$ cat src/rtl/cpu_pkg.sv
// Shared definitions for the 5-stage core: default widths, ALU opcodes and
// the all-zero bubble control word.
package cpu_pkg;

   localparam int unsigned DATA_W_DFLT  = 32;
   localparam int unsigned RA_W_DFLT    = 5;
   localparam int unsigned ALUOP_W_DFLT = 4;

   typedef enum logic [3:0] {
      ALU_ADD = 4'd0,
      ALU_SUB = 4'd1,
      ALU_AND = 4'd2,
      ALU_OR  = 4'd3,
      ALU_XOR = 4'd4,
      ALU_SLT = 4'd5,
      ALU_SLL = 4'd6,
      ALU_SRL = 4'd7,
      ALU_SRA = 4'd8,
      ALU_NOR = 4'd9,
      ALU_LUI = 4'd10
   } alu_op_e;

   typedef struct packed {
      logic regwrite;
      logic memread;
      logic memwrite;
      logic memtoreg;
      logic alusrc;
   } ctrl_t;

   // A bubble carries no side effects: no register write, no memory access.
   localparam ctrl_t BUBBLE = '0;

endpackage

$ cat src/rtl/id_ex_pipe_load_use_detect.sv
// Load-use hazard detection: the instruction in ID needs a register that the
// load currently in EX has not yet fetched from memory.
module load_use_detect
   import cpu_pkg::*;
#(
   parameter int unsigned RA_W = RA_W_DFLT
) (
   input  logic            ex_valid,
   input  logic            ex_memread,
   input  logic [RA_W-1:0] ex_rt,
   input  logic            id_valid,
   input  logic            id_uses_rs,
   input  logic            id_uses_rt,
   input  logic [RA_W-1:0] id_rs,
   input  logic [RA_W-1:0] id_rt,
   output logic            lu
);

   logic rs_hit;
   logic rt_hit;

   // A load into $0 never produces a value, so it can never cause a hazard.
   always_comb begin
      rs_hit = id_uses_rs && (id_rs == ex_rt);
      rt_hit = id_uses_rt && (id_rt == ex_rt);
      lu     = ex_valid && ex_memread && (ex_rt != '0) && (rs_hit || rt_hit) && id_valid;
   end

endmodule

$ cat src/rtl/id_ex_pipe.sv
// ID/EX pipeline register with load-use bubble insertion, branch flush,
// mul/div busy hold and a saturating count of inserted load-use bubbles.
module id_ex_pipe
   import cpu_pkg::*;
#(
   parameter int unsigned DATA_W  = DATA_W_DFLT,
   parameter int unsigned RA_W    = RA_W_DFLT,
   parameter int unsigned ALUOP_W = ALUOP_W_DFLT,
   parameter int unsigned CNT_W   = 16
) (
   input  logic               clk,
   input  logic               rst_n,
   input  logic               id_valid,
   input  logic [RA_W-1:0]    id_rs,
   input  logic [RA_W-1:0]    id_rt,
   input  logic [RA_W-1:0]    id_rd,
   input  logic               id_uses_rs,
   input  logic               id_uses_rt,
   input  logic [DATA_W-1:0]  id_rdata1,
   input  logic [DATA_W-1:0]  id_rdata2,
   input  logic [DATA_W-1:0]  id_imm,
   input  logic [DATA_W-1:0]  id_pc,
   input  logic               id_regwrite,
   input  logic               id_memread,
   input  logic               id_memwrite,
   input  logic               id_memtoreg,
   input  logic               id_alusrc,
   input  logic [ALUOP_W-1:0] id_aluop,
   input  logic               branch_flush,
   input  logic               ex_busy,
   output logic               ex_valid,
   output logic [RA_W-1:0]    ex_rs,
   output logic [RA_W-1:0]    ex_rt,
   output logic [RA_W-1:0]    ex_rd,
   output logic [DATA_W-1:0]  ex_rdata1,
   output logic [DATA_W-1:0]  ex_rdata2,
   output logic [DATA_W-1:0]  ex_imm,
   output logic [DATA_W-1:0]  ex_pc,
   output logic               ex_regwrite,
   output logic               ex_memread,
   output logic               ex_memwrite,
   output logic               ex_memtoreg,
   output logic               ex_alusrc,
   output logic [ALUOP_W-1:0] ex_aluop,
   output logic               stall_if,
   output logic [CNT_W-1:0]   bubble_cnt
);

   ctrl_t id_ctrl;
   ctrl_t ex_ctrl;
   logic  lu;
   logic  load_bubble;
   logic  count_bubble;

   load_use_detect #(
      .RA_W (RA_W)
   ) u_lu (
      .ex_valid   (ex_valid),
      .ex_memread (ex_ctrl.memread),
      .ex_rt      (ex_rt),
      .id_valid   (id_valid),
      .id_uses_rs (id_uses_rs),
      .id_uses_rt (id_uses_rt),
      .id_rs      (id_rs),
      .id_rt      (id_rt),
      .lu         (lu)
   );

   // Pack ID control, decide bubble/count and the fetch stall.
   always_comb begin
      id_ctrl.regwrite = id_regwrite;
      id_ctrl.memread  = id_memread;
      id_ctrl.memwrite = id_memwrite;
      id_ctrl.memtoreg = id_memtoreg;
      id_ctrl.alusrc   = id_alusrc;
      load_bubble      = branch_flush || lu || !id_valid;
      count_bubble     = !ex_busy && !branch_flush && lu;
      stall_if         = ex_busy || (lu && !branch_flush);
   end

   // Pipeline register: busy holds, otherwise bubble or ID contents.
   always_ff @(posedge clk or negedge rst_n) begin
      if (!rst_n) begin
         ex_valid  <= 1'b0;
         ex_rs     <= '0;
         ex_rt     <= '0;
         ex_rd     <= '0;
         ex_rdata1 <= '0;
         ex_rdata2 <= '0;
         ex_imm    <= '0;
         ex_pc     <= '0;
         ex_ctrl   <= BUBBLE;
         ex_aluop  <= '0;
      end else if (!ex_busy) begin
         if (load_bubble) begin
            ex_valid  <= 1'b0;
            ex_rs     <= '0;
            ex_rt     <= '0;
            ex_rd     <= '0;
            ex_rdata1 <= '0;
            ex_rdata2 <= '0;
            ex_imm    <= '0;
            ex_pc     <= '0;
            ex_ctrl   <= BUBBLE;
            ex_aluop  <= '0;
         end else begin
            ex_valid  <= 1'b1;
            ex_rs     <= id_rs;
            ex_rt     <= id_rt;
            ex_rd     <= id_rd;
            ex_rdata1 <= id_rdata1;
            ex_rdata2 <= id_rdata2;
            ex_imm    <= id_imm;
            ex_pc     <= id_pc;
            ex_ctrl   <= id_ctrl;
            ex_aluop  <= id_aluop;
         end
      end
   end

   // Saturating count of load-use bubbles (flush and busy take precedence).
   always_ff @(posedge clk or negedge rst_n) begin
      if (!rst_n) begin
         bubble_cnt <= '0;
      end else if (count_bubble && (bubble_cnt != '1)) begin
         bubble_cnt <= bubble_cnt + 1'b1;
      end
   end

   // Unpack registered control onto the EX ports.
   always_comb begin
      ex_regwrite = ex_ctrl.regwrite;
      ex_memread  = ex_ctrl.memread;
      ex_memwrite = ex_ctrl.memwrite;
      ex_memtoreg = ex_ctrl.memtoreg;
      ex_alusrc   = ex_ctrl.alusrc;
   end

endmodule

$ cat config.mk
export PLATFORM = sky130hd
export DESIGN_NAME = id_ex_pipe
export DESIGN_NICKNAME = d
export VERILOG_FILES = /design/src/rtl/cpu_pkg.sv /design/src/rtl/id_ex_pipe_load_use_detect.sv /design/src/rtl/id_ex_pipe.sv
export SDC_FILE = /design/constraint.sdc
export NUM_CORES = 1
export LEC_CHECK = 0
export BUFFER_PORTS_ARGS = -buffer_cell sky130_fd_sc_hd__buf_2
export CAP_MARGIN = 0
export CORE_AREA = 2 2 126 128
export CTS_CLUSTER_DIAMETER = 100
export DETAILED_ROUTE_END_ITERATION = 12
export DIE_AREA = 0 0 128 130
export HOLD_SLACK_MARGIN = 0.12
export MAX_ROUTING_LAYER = met4
export PLACE_DENSITY = 0.85
export SLEW_MARGIN = 15
export SYNTH_ARGS = -nofsm -noshare
export SYNTH_HDL_FRONTEND = slang
export SYNTH_SLANG_ARGS = --single-unit
export TNS_END_PERCENT = 50
$ cat constraint.sdc
create_clock -name clk -period 3.1 [get_ports clk]
set_clock_uncertainty 0.15 [all_clocks]
set_input_delay 0.155 -clock clk [delete_from_list [all_inputs] [get_ports clk]]
set_output_delay 0.155 -clock clk [all_outputs]
set_load 0.03 [all_outputs]
# Yosys cells after proc, flatten, opt, wreduce, memory -nomap -nowiden
# Cells that the tools add are included.
[word_totals] reg_bits=169 out_inout_bits=170 wordCells=47 in_bits=159
[classes] n_reduce_logical=18 n_eq_ne=3 n_addsub=1 mux=10
[ops] operator="$mux W32" n=4
[ops] operator="$mux W5" n=4
[ops] operator="$add A16 B1 Y16 const B" n=1
[ops] operator="$ne A16 B16 Y1 const B" n=1
[ops] operator="$eq A5 B5 Y1" n=2
[ops] operator="$logic_and A1 B1 Y1" n=10
[ops] operator="$reduce_bool A5 Y1" n=1
[ops] operator="$logic_or A1 B1 Y1" n=4
[ops] operator="$mux W4" n=1
[ops] operator="$logic_not A1 Y1" n=3
[ops] operator="$mux W1" n=1

# Longest topological paths before layout
# Gate-level depths: netlist of run 1.
[depth] ltp_word=8 mapped_depth=8 depth_no_buf=6

# Modules after synthesis
# Synthesis of run 1 repeated with hierarchy kept, for this count alone.
[hier_totals] hier_cells=431 hier_area_um2=6263.5
[by_module_without_submodules] mod="id_ex_pipe" instances=1 area_each_um2=6132.1 seq_area_each_um2=4229.1 cells_per_inst=414
[by_module_without_submodules] mod="load_use_detect" instances=1 area_each_um2=131.4 seq_area_each_um2=0.0 cells_per_inst=17

# Worst setup path after synthesis of run 1
# No wires, ideal clock.
[synth_timing] kind="register -> output" startpoint="register ex_rt[3]" endpoint="output stall_if" stages_incl_launch_ff=6 arrival_ns=2.267 n_path_buf=1 setup_slack_ns=0.528 cell_sequence="dfrtp_1 -> xor2_1 -> nor4_2 -> a32oi_2 -> clkbuf_1 -> o31ai_1"
[synth_via] elab_chain_len=7
[synth_rtl] element="start, declared" line="id_ex_pipe.sv:33" text="output logic [RA_W-1:0] ex_rt,"
[synth_rtl] element="start signal, assigned" line="id_ex_pipe.sv:109" text="ex_rt <= id_rt;"
[synth_rtl] element="$eq A5 B5 Y1 (on tied branches)" line="id_ex_pipe_load_use_detect.sv:24, id_ex_pipe_load_use_detect.sv:25"
[synth_rtl] element="$logic_and A1 B1 Y1 (on tied branches)" line="id_ex_pipe_load_use_detect.sv:24, id_ex_pipe_load_use_detect.sv:25"
[synth_rtl] element="$logic_or A1 B1 Y1" line="id_ex_pipe_load_use_detect.sv:26" text="lu = ex_valid && ex_memread && (ex_rt != '0) && (rs_hit || rt_hit) && id_valid;"
[synth_rtl] element="$logic_and A1 B1 Y1 * (2 in series)" line="id_ex_pipe_load_use_detect.sv:26"
[synth_rtl] element="$logic_and A1 B1 Y1 *" line="id_ex_pipe.sv:78" text="stall_if = ex_busy || (lu && !branch_flush);"
[synth_rtl] element="$logic_or A1 B1 Y1 *" line="id_ex_pipe.sv:78"
[synth_rtl] element="end, declared" line="id_ex_pipe.sv:45" text="output logic stall_if,"
# Every way passes the cells marked *; elsewhere a longest branch is shown, timed or not.

# Worst setup path in the final report of run 1
# Same ends and word-level chain as after synthesis.

==> summary.txt, run 1 <==
Run status
  • Status: finished, final reports clean

Clock network
  • Num Clock Sinks: 169
  • CTS tree: built
  • Post-CTS Setup Bufs: 0
  • # resized after CTS: 0
  • Root buf cell: clkbuf_16
  • H-tree depth: 4
  • Clk pin slew, worst setup/hold paths: 0.07 ns
  • Worst skew pair latency: 0.41 ns
  • Post-CTS Hold Fix Bufs: 155
  • CTS Buf Count: 17
  • CTS Buffer Depth: 2

Synth
  • Synth cell types: 33
  • Asr flop ratio synth: 100%
  • Yosys reg bits: 169
  • Register area share after synthesis: 66.5%
  • Post-Synthesis Cells: 441
  • Syn Area/Cell: 14.4 um2
  • Net count after synthesis: 601
  • Ys flop type: dfrtp_1
  • Most frequent cell after synthesis: dfrtp_1
  • Post-synth EDFFs: 0
  • Synth top area cells: dfrtp_1 67%, a22o_1 21%, xor2_1 2.8%
  • Top-area cell type share of the netlist area: 66.5%
  • Post-Syn Area: 6360 um2
  • Most common library cells after synthesis: 169 x dfrtp_1, 152 x a22o_1, 20 x xor2_1, 19 x clkbuf_1, 9 x buf_2
  • Post-synth top area cell: dfrtp_1
  • Yosys warning total: 0

STA
  • Hold Slack: 0.145 ns
  • Slew HR: 42.2%
  • Setup TNS: 0 ns
  • Unrepaired setup endpoints after global routing: false
  • Final min period: 2.65 ns
  • Final hold violations: 0
  • Worst-Margin Slew: 0.867 ns
  • Final setup viols: 0
  • Fin crit share: 85.5%
  • Slew Limit Fails: 0
  • Peak Freq: 377 MHz

Final layout
  • Nets: 1076
  • Area occupied by multi-input gates: 1920 um2
  • Share of cells above drive strength 1: 40.5%
  • Layout area overhead: 61.6%
  • Register area: 4230 um2
  • # fillers: 1050

Detailed routing
  • Post-DR wirelength/cell: 18.9 um
  • DRC: 0
  • Via density per instance: 5.35
  • Initial detailed-routing violation count: 417
  • ANT nets after route: 0
  • Drt first pass iters: 5
  • Total routed wirelength: 21200 um
  • Routed via count: 5993

Power and ir drop
  • Pwr Density: 508 nW/um2
  • P_leak: 5.57 nW
  • Max IR drop VDD: 374 uV

Die
  • Die W: 128 um
  • Effective utilization at floorplan: 41.2%
  • Die area: 16600 um2
  • IO Pins: 329
  • Row count: 46
  • Die Ht: 130 um
  • Placeable Area: 15400 um2

Worst setup path
  • Worst R2R End: bubble_cnt[1]
  • Crit path buffers/inverters: 2
  • Arrival time at the worst endpoint: 2.35 ns
  • Crit Path Max Fanout: 16
  • R2R Path Start: bubble_cnt[0]
  • Worst setup EP type: output pin
  • R2R setup slack: 0.69 ns
  • Critical Path Start: ex_rt[3]
  • Crit start category: register
  • Depth of the worst register-to-register path: 6
  • Crit Path Class: register to output pin
  • CP max stage delay: 0.45 ns
  • Critical path, cell by cell: xor2_1, nor4_2, a32oi_2, buf_4, o31ai_1, buf_2
  • WP data required: 2.79 ns
  • Slowest-stage cell, CP: dfrtp_1
  • Cell family with most CP delay: compound AO/OA/AOI/OAI gates

Placed design
  • Buffers added on ports: 328
  • Post-DP HPWL: 12200 um
  • Placer Congestion: 0.819

Job
  • Max cap viols: 0

Global route
  • Pin count of the biggest net entering global routing: 86
  • Initial antenna violation count: 1
  • GRT Util Overall: 25.7%
  • Vias in the first global route: 6147
  • Grt ovf: 0
  • First-pass GRT wire length: 32200 um

Hold path
  • Worst Hold Class: primary input to async pin
==> report_power, final <==
group          switching [mW]  internal (mW)  leakage (nW)
Clock                   0.883           1.05         0.256
Sequential             0.0754           2.32          2.28
Combinational           0.506          0.385          3.03
==> worst max-delay path by stage <==
stage	to	cells past startpoint
after floorplan	stall_if	5
after global placement	bubble_cnt[14]	6
after detailed placement	bubble_cnt[1]	6
after CTS	stall_if	6
after global routing	stall_if	6
final	stall_if	6
==> kinds of logic after synthesis <==
group | count (synthesis) | share of synthesized area [%]
adders and majority gates | 1 | 0.197
AOI/OAI and AO/OA | 161 | 22.1
xor gates and xnor gates | 23 | 3.17
and+or+nand+nor | 46 | 4.11
DFF | 169 | 66.5
muxes | 3 | 0.512
buffers and inverters | 38 | 3.36
==> final cells by class <==
type / count / area share [%]
sequential: 169 / 41.2
timing repair buffer: 492 / 32.5
multi-input combinational: 234 / 18.7
clock buffer: 19 / 4.31
tap: 192 / 2.34
clock inverter: 12 / 0.913
inverter: 2 / 0.0731
antenna: 1 / 0.0244
==> flip-flops by register name, indices dropped and copies added (netlist names) <==
| signal | count |
|---|---|
| ex_aluop | 4 |
| ex_rdata1 | 32 |
| ex_memwrite | 1 |
| bubble_cnt | 16 |
| ex_rt | 5 |
| ex_regwrite | 1 |
| ex_pc | 32 |
| ex_memread | 1 |
| ex_valid | 1 |
| ex_rd | 5 |
| ex_memtoreg | 1 |
| ex_rdata2 | 32 |
| ex_alusrc | 1 |
| ex_rs | 5 |
| ex_imm | 32 |
==> metal layers <==
layer / GRT usage, % / wire (um) / up-vias
met5: - / 0 / -
met3: 6.23 / 1440 / 53
met2: 44.3 / 11100 / 345
met1: 29.2 / 8050 / 2951
met4: 9.95 / 630 / 0
li1: - / - / 2644
==> placed cells by master (no fill, tap or decap), types with 3 or more instances in the layout <==
master,netlist,layout
nand2_1,4,4
nor3_1,8,8
buf_4,0,6
dlygate4sd3_1,0,154
clkinvlp_4,0,3
xor2_1,20,20
nand3_1,3,3
buf_2,9,326
buf_12,0,4
xnor2_1,3,3
nor2_1,4,4
dfrtp_1,169,169
nor4_1,7,7
clkbuf_16,0,17
nand4_1,8,8
and3_1,4,4
a22o_1,152,152
inv_6,0,3
clkinv_4,0,4
==> worst min-delay path, stage by stage <==
cell	delay (ns)
dlygate4sd3_1	0.54
buf_6	0.15
buf_16	0.24
==> through the flow <==
step	cell area (um2)	cells	util, %	setup slack [ns]	power, mW
finish	10300	1121	66.6	0.449	5.22
global route	10300	1121	66.6	0.367	5.40
CTS	10300	1120	66.6	0.471	5.23
detailed placement	8170	934	53.0	0.720	3.14
global placement	8170	934	53.0	0.770	3.12
floorplan	6360	441	-	0.528	2.82
Power figures use the tool's default switching activity.
==> inputs of run 2 (changes only) <==
MAX_ROUTING_LAYER = default   (was met4)
==> summary.txt, run 2 (synthesis gave the netlist of run 1 again) <==
Run status
  • Status: finished, final reports clean

Detailed routing
  • Drt first pass iters: 4
  • Routed via count: 5972
  • DRC: 0
  • Initial detailed-routing violation count: 469
  • Post-DR wirelength/cell: 19.0 um
  • Via density per instance: 5.33
  • Total routed wirelength: 21400 um
  • ANT nets after route: 0

STA
  • Fin crit share: 85.9%
  • Setup TNS: 0 ns
  • Slew HR: 40.9%
  • Slew Limit Fails: 0
  • Worst-Margin Slew: 0.886 ns
  • Hold Slack: 0.147 ns
  • Final setup viols: 0
  • Unrepaired setup endpoints after global routing: false
  • Final hold violations: 0
  • Peak Freq: 376 MHz
  • Final min period: 2.66 ns

Worst setup path
  • Slowest-stage cell, CP: dfrtp_1
  • R2R Path Start: ex_rt[1]
  • Arrival time at the worst endpoint: 2.36 ns
  • Crit start category: register
  • Crit Path Max Fanout: 16
  • WP data required: 2.79 ns
  • Critical Path Start: ex_rt[3]
  • CP max stage delay: 0.45 ns
  • Critical path, cell by cell: xor2_1, nor4_2, a32oi_2, buf_4, o31ai_1, buf_2
  • Worst setup EP type: output pin
  • Crit Path Class: register to output pin

Final layout
  • Share of cells above drive strength 1: 40.5%
  • Layout area overhead: 61.6%
  • Commonest non-fill, non-tap cell in the layout: buf_2
  • Nets: 1076
  • Most frequent cells in the layout: 326 x buf_2, 169 x dfrtp_1, 154 x dlygate4sd3_1
  • # fillers: 1050
  • Final core occ: 66.6%

Die
  • Die W: 128 um
  • Die Ht: 130 um
  • Row count: 46
  • IO Pins: 329
  • Placeable Area: 15400 um2
  • Die area: 16600 um2
  • Effective utilization at floorplan: 41.2%

Hold path
  • Worst Hold Class: primary input to async pin

Global route
  • First-pass GRT wire length: 32200 um
  • Initial antenna violation count: 1
  • Grt ovf: 0
  • Pin count of the biggest net entering global routing: 86
  • GRT Util Overall: 25.0%
  • Vias in the first global route: 6150

Placed design
  • Post-DP HPWL: 12200 um
  • Buffers added on ports: 328
  • Placer Congestion: 0.807

Clock network
  • Root buf cell: clkbuf_16
  • Post-CTS Setup Bufs: 0
  • Num Clock Sinks: 169
  • CTS tree: built
  • Worst skew pair latency: 0.41 ns
  • Clk pin slew, worst setup/hold paths: 0.07 ns
  • H-tree depth: 4
  • CTS Buffer Depth: 2
  • CTS Buf Count: 17

Power and ir drop
  • Pwr Density: 508 nW/um2
  • P_leak: 5.57 nW
  • Max IR drop VDD: 372 uV

Job
  • Max cap viols: 0
-- run 2: layout make-up --
cell class                      count  area (um2)  area share [%]
Multi-Input combinational cell    234        1920            18.7
Clock inverter                     12        93.8           0.913
Inverter                            2        7.51          0.0731
Tap cell                          192         240            2.34
Antenna cell                        1        2.50          0.0244
Timing Repair Buffer              492        3340            32.5
Sequential cell                   169        4230            41.2
Clock buffer                       19         443            4.31
-- run 2: metrics by stage --
step	instance area (um2)	total power, mW	cells	worst slack (ns)
finish	10300	5.22	1121	0.438
global route	10300	5.40	1121	0.369
CTS	10300	5.23	1120	0.471
detailed placement	8170	3.14	934	0.720
global placement	8170	3.12	934	0.770
floorplan	6360	2.82	441	0.528
-- run 2: worst max-delay path: cells and delay by family, from the launching register on --
kind,cells,cell delay (ns)
buf+inv,2,0.47
xor+xnor,1,0.21
simple gates,1,0.34
compound gates,2,0.47
flops,1,0.45
-- run 2: final timing paths --
check	endpoint	slack, ns	depth (start not counted)
max	stall_if	0.44	6
min	ex_rdata1[29]	0.15	3
max reg2reg	ex_imm[27]	0.68	5
min reg2reg	bubble_cnt[6]	0.35	1
max in group asynchronous	ex_pc[20]	2.21	3
min in group clk	ex_valid	0.20	3
-- run 2: what timing repair did --
item                       CTS  global route
hold buffers               155             0
resized for setup            0             0
setup endpoints to repair    0             0
hold endpoints to repair   324             0
-- run 2: power by group --
part | total (mW) | switching (mW) | internal (mW) | leakage, nW
registers | 2.39 | 0.0754 | 2.32 | 2.28
clock network | 1.94 | 0.883 | 1.05 | 0.256
logic | 0.891 | 0.506 | 0.385 | 3.03
total | 5.22 | 1.47 | 3.75 | 5.57
-- run 2: per-layer routing --
layer | vias to the layer above | GRT usage (%) | part of all wire (%)
met5 | - | 0 | 0
li1 | 2644 | - | -
met3 | 49 | 6.40 | 6.6
met4 | 0 | 10.2 | 2.8
met2 | 324 | 44.4 | 52
met1 | 2955 | 29.1 | 38
==> inputs of run 3 (changes only) <==
REMOVE_ABC_BUFFERS = 1   (was default)
==> summary.txt, run 3 (synthesis gave the netlist of run 1 again) <==
Run status
  • Status: finished, final reports clean

Power and ir drop
  • P_leak: 5.69 nW
  • Max IR drop VDD: 373 uV
  • Pwr Density: 526 nW/um2

Final layout
  • Commonest non-fill, non-tap cell in the layout: buf_2
  • Layout area overhead: 65.0%
  • Final core occ: 68.0%
  • Most frequent cells in the layout: 326 x buf_2, 169 x dfrtp_1, 168 x dlygate4sd3_1
  • Cell Count, Final, Fillers Out: 1136
  • Share of cells above drive strength 1: 40.1%
  • Nets: 1090

Die
  • Die Ht: 130 um
  • Die area: 16600 um2
  • IO Pins: 329
  • Effective utilization at floorplan: 41.2%
  • Die W: 128 um
  • Placeable Area: 15400 um2
  • Row count: 46

Detailed routing
  • Routed via count: 6133
  • ANT nets after route: 0
  • DRC: 0
  • Post-DR wirelength/cell: 19.5 um
  • Initial detailed-routing violation count: 371
  • Via density per instance: 5.40
  • Drt first pass iters: 5
  • Total routed wirelength: 22200 um

Worst setup path
  • Depth of the worst register-to-register path: 6
  • Arrival time at the worst endpoint: 3.15 ns
  • CP max stage delay: 0.60 ns
  • Worst setup EP type: register
  • Crit start category: register
  • Worst R2R End: ex_rdata1[25]
  • WP data required: 3.30 ns
  • Critical path, cell by cell: or4_1, o21ai_2, o211a_4, buf_4, a22o_1, dlygate4sd3_1
  • Crit Path Max Fanout: 43
  • R2R Path Start: ex_rt[1]
  • R2R setup slack: 0.15 ns
  • Crit Path Class: register to register
  • Slowest-stage cell, CP: or4_1

Placed design
  • Cells after DPL: 932
  • Buffers added on ports: 328
  • Post-DP HPWL: 11900 um
  • Placer Congestion: 0.850

Hold path
  • Hold Crit Endpoint: bubble_cnt[13]
  • Worst Hold Class: primary input to register
  • Worst hold start: id_uses_rs
  • Hold depth: 4

Clock network
  • H-tree depth: 4
  • Root buf cell: clkbuf_16
  • Num Clock Sinks: 169
  • CTS tree: built
  • CTS Buf Count: 17
  • Clk pin slew, worst setup/hold paths: 0.07 ns
  • Worst skew pair latency: 0.42 ns
  • CTS Buffer Depth: 2

STA
  • Worst-Margin Slew: 0.922 ns
  • Peak Freq: 339 MHz
  • Slew HR: 38.5%
  • Final hold violations: 0
  • Slew Limit Fails: 0
  • Unrepaired setup endpoints after global routing: false
  • Hold Slack: 0.247 ns
  • Final min period: 2.95 ns
  • Setup TNS: 0 ns
  • Fin crit share: 95.2%
  • Final setup viols: 0

Job
  • Max cap viols: 0

Global route
  • Pin count of the biggest net entering global routing: 111
  • Initial antenna violation count: 0
  • GRT Util Overall: 25.8%
  • Grt ovf: 0
  • Vias in the first global route: 6392
  • First-pass GRT wire length: 33300 um
==> run 3: area by class of cell <==
type	instances	area [um2]
flip-flops and latches	169	4230
repair buffers	506	3450
diodes	1	2.50
clock buffers	18	429
inverters	2	7.51
fillers	1018	4940
multi-input cells	234	1940
well taps	192	240
clock inverters	14	188
==> run 3: worst max-delay path by stage <==
stage,start,end,cells past startpoint
final,ex_rt[1],ex_rdata1[25],6
after global routing,ex_rt[1],ex_rdata1[25],6
after CTS,ex_rt[3],ex_imm[0],7
after detailed placement,ex_rt[3],ex_pc[1],6
after global placement,ex_rt[0],ex_rdata1[12],6
after floorplan,ex_rt[2],ex_aluop[0],5
==> run 3: per-stage QoR <==
step,instance area (um2),setup WS (ns),total power [mW]
6_report,10500,0.150,5.52
3_5_place_dp,8130,0.540,3.13
3_3_place_gp,8130,0.617,3.12
2_1_floorplan,6150,-1.19,2.79
4_1_cts,10500,0.0207,5.52
5_1_grt,10500,0.0247,5.72
==> run 3: power by group <==
part | internal, mW | switching [mW] | leakage (nW)
clock | 1.29 | 0.923 | 0.298
sequential | 2.32 | 0.0779 | 2.28
combinational | 0.395 | 0.514 | 3.11
==> run 3: timing repair <==
item                                    in CTS  in global routing
endpoints found under the setup margin       0                 12
hold buffers                               169                  0
resized for setup                            0                  2
endpoints found under the hold margin      325                  0
setup buffers                                0                  2
==> run 3: critical path, delay by kind of cell, from the launching register on <==
kind	cells	cell delay, ns
DFF	1	0.44
AOI/OAI and AO/OA	3	0.75
buffers and inverters	2	0.94
and+or+nand+nor	1	0.60
==> run 3: metal layers <==
metal	GRT usage, %	up-vias	part of all wire (%)	wire (um)
met5	0	-	0	0
met4	11.9	0	3.4	761
met1	29.5	3034	38	8390
li1	-	2678	-	-
met2	45.5	351	51	11400
met3	6.81	70	7.3	1630
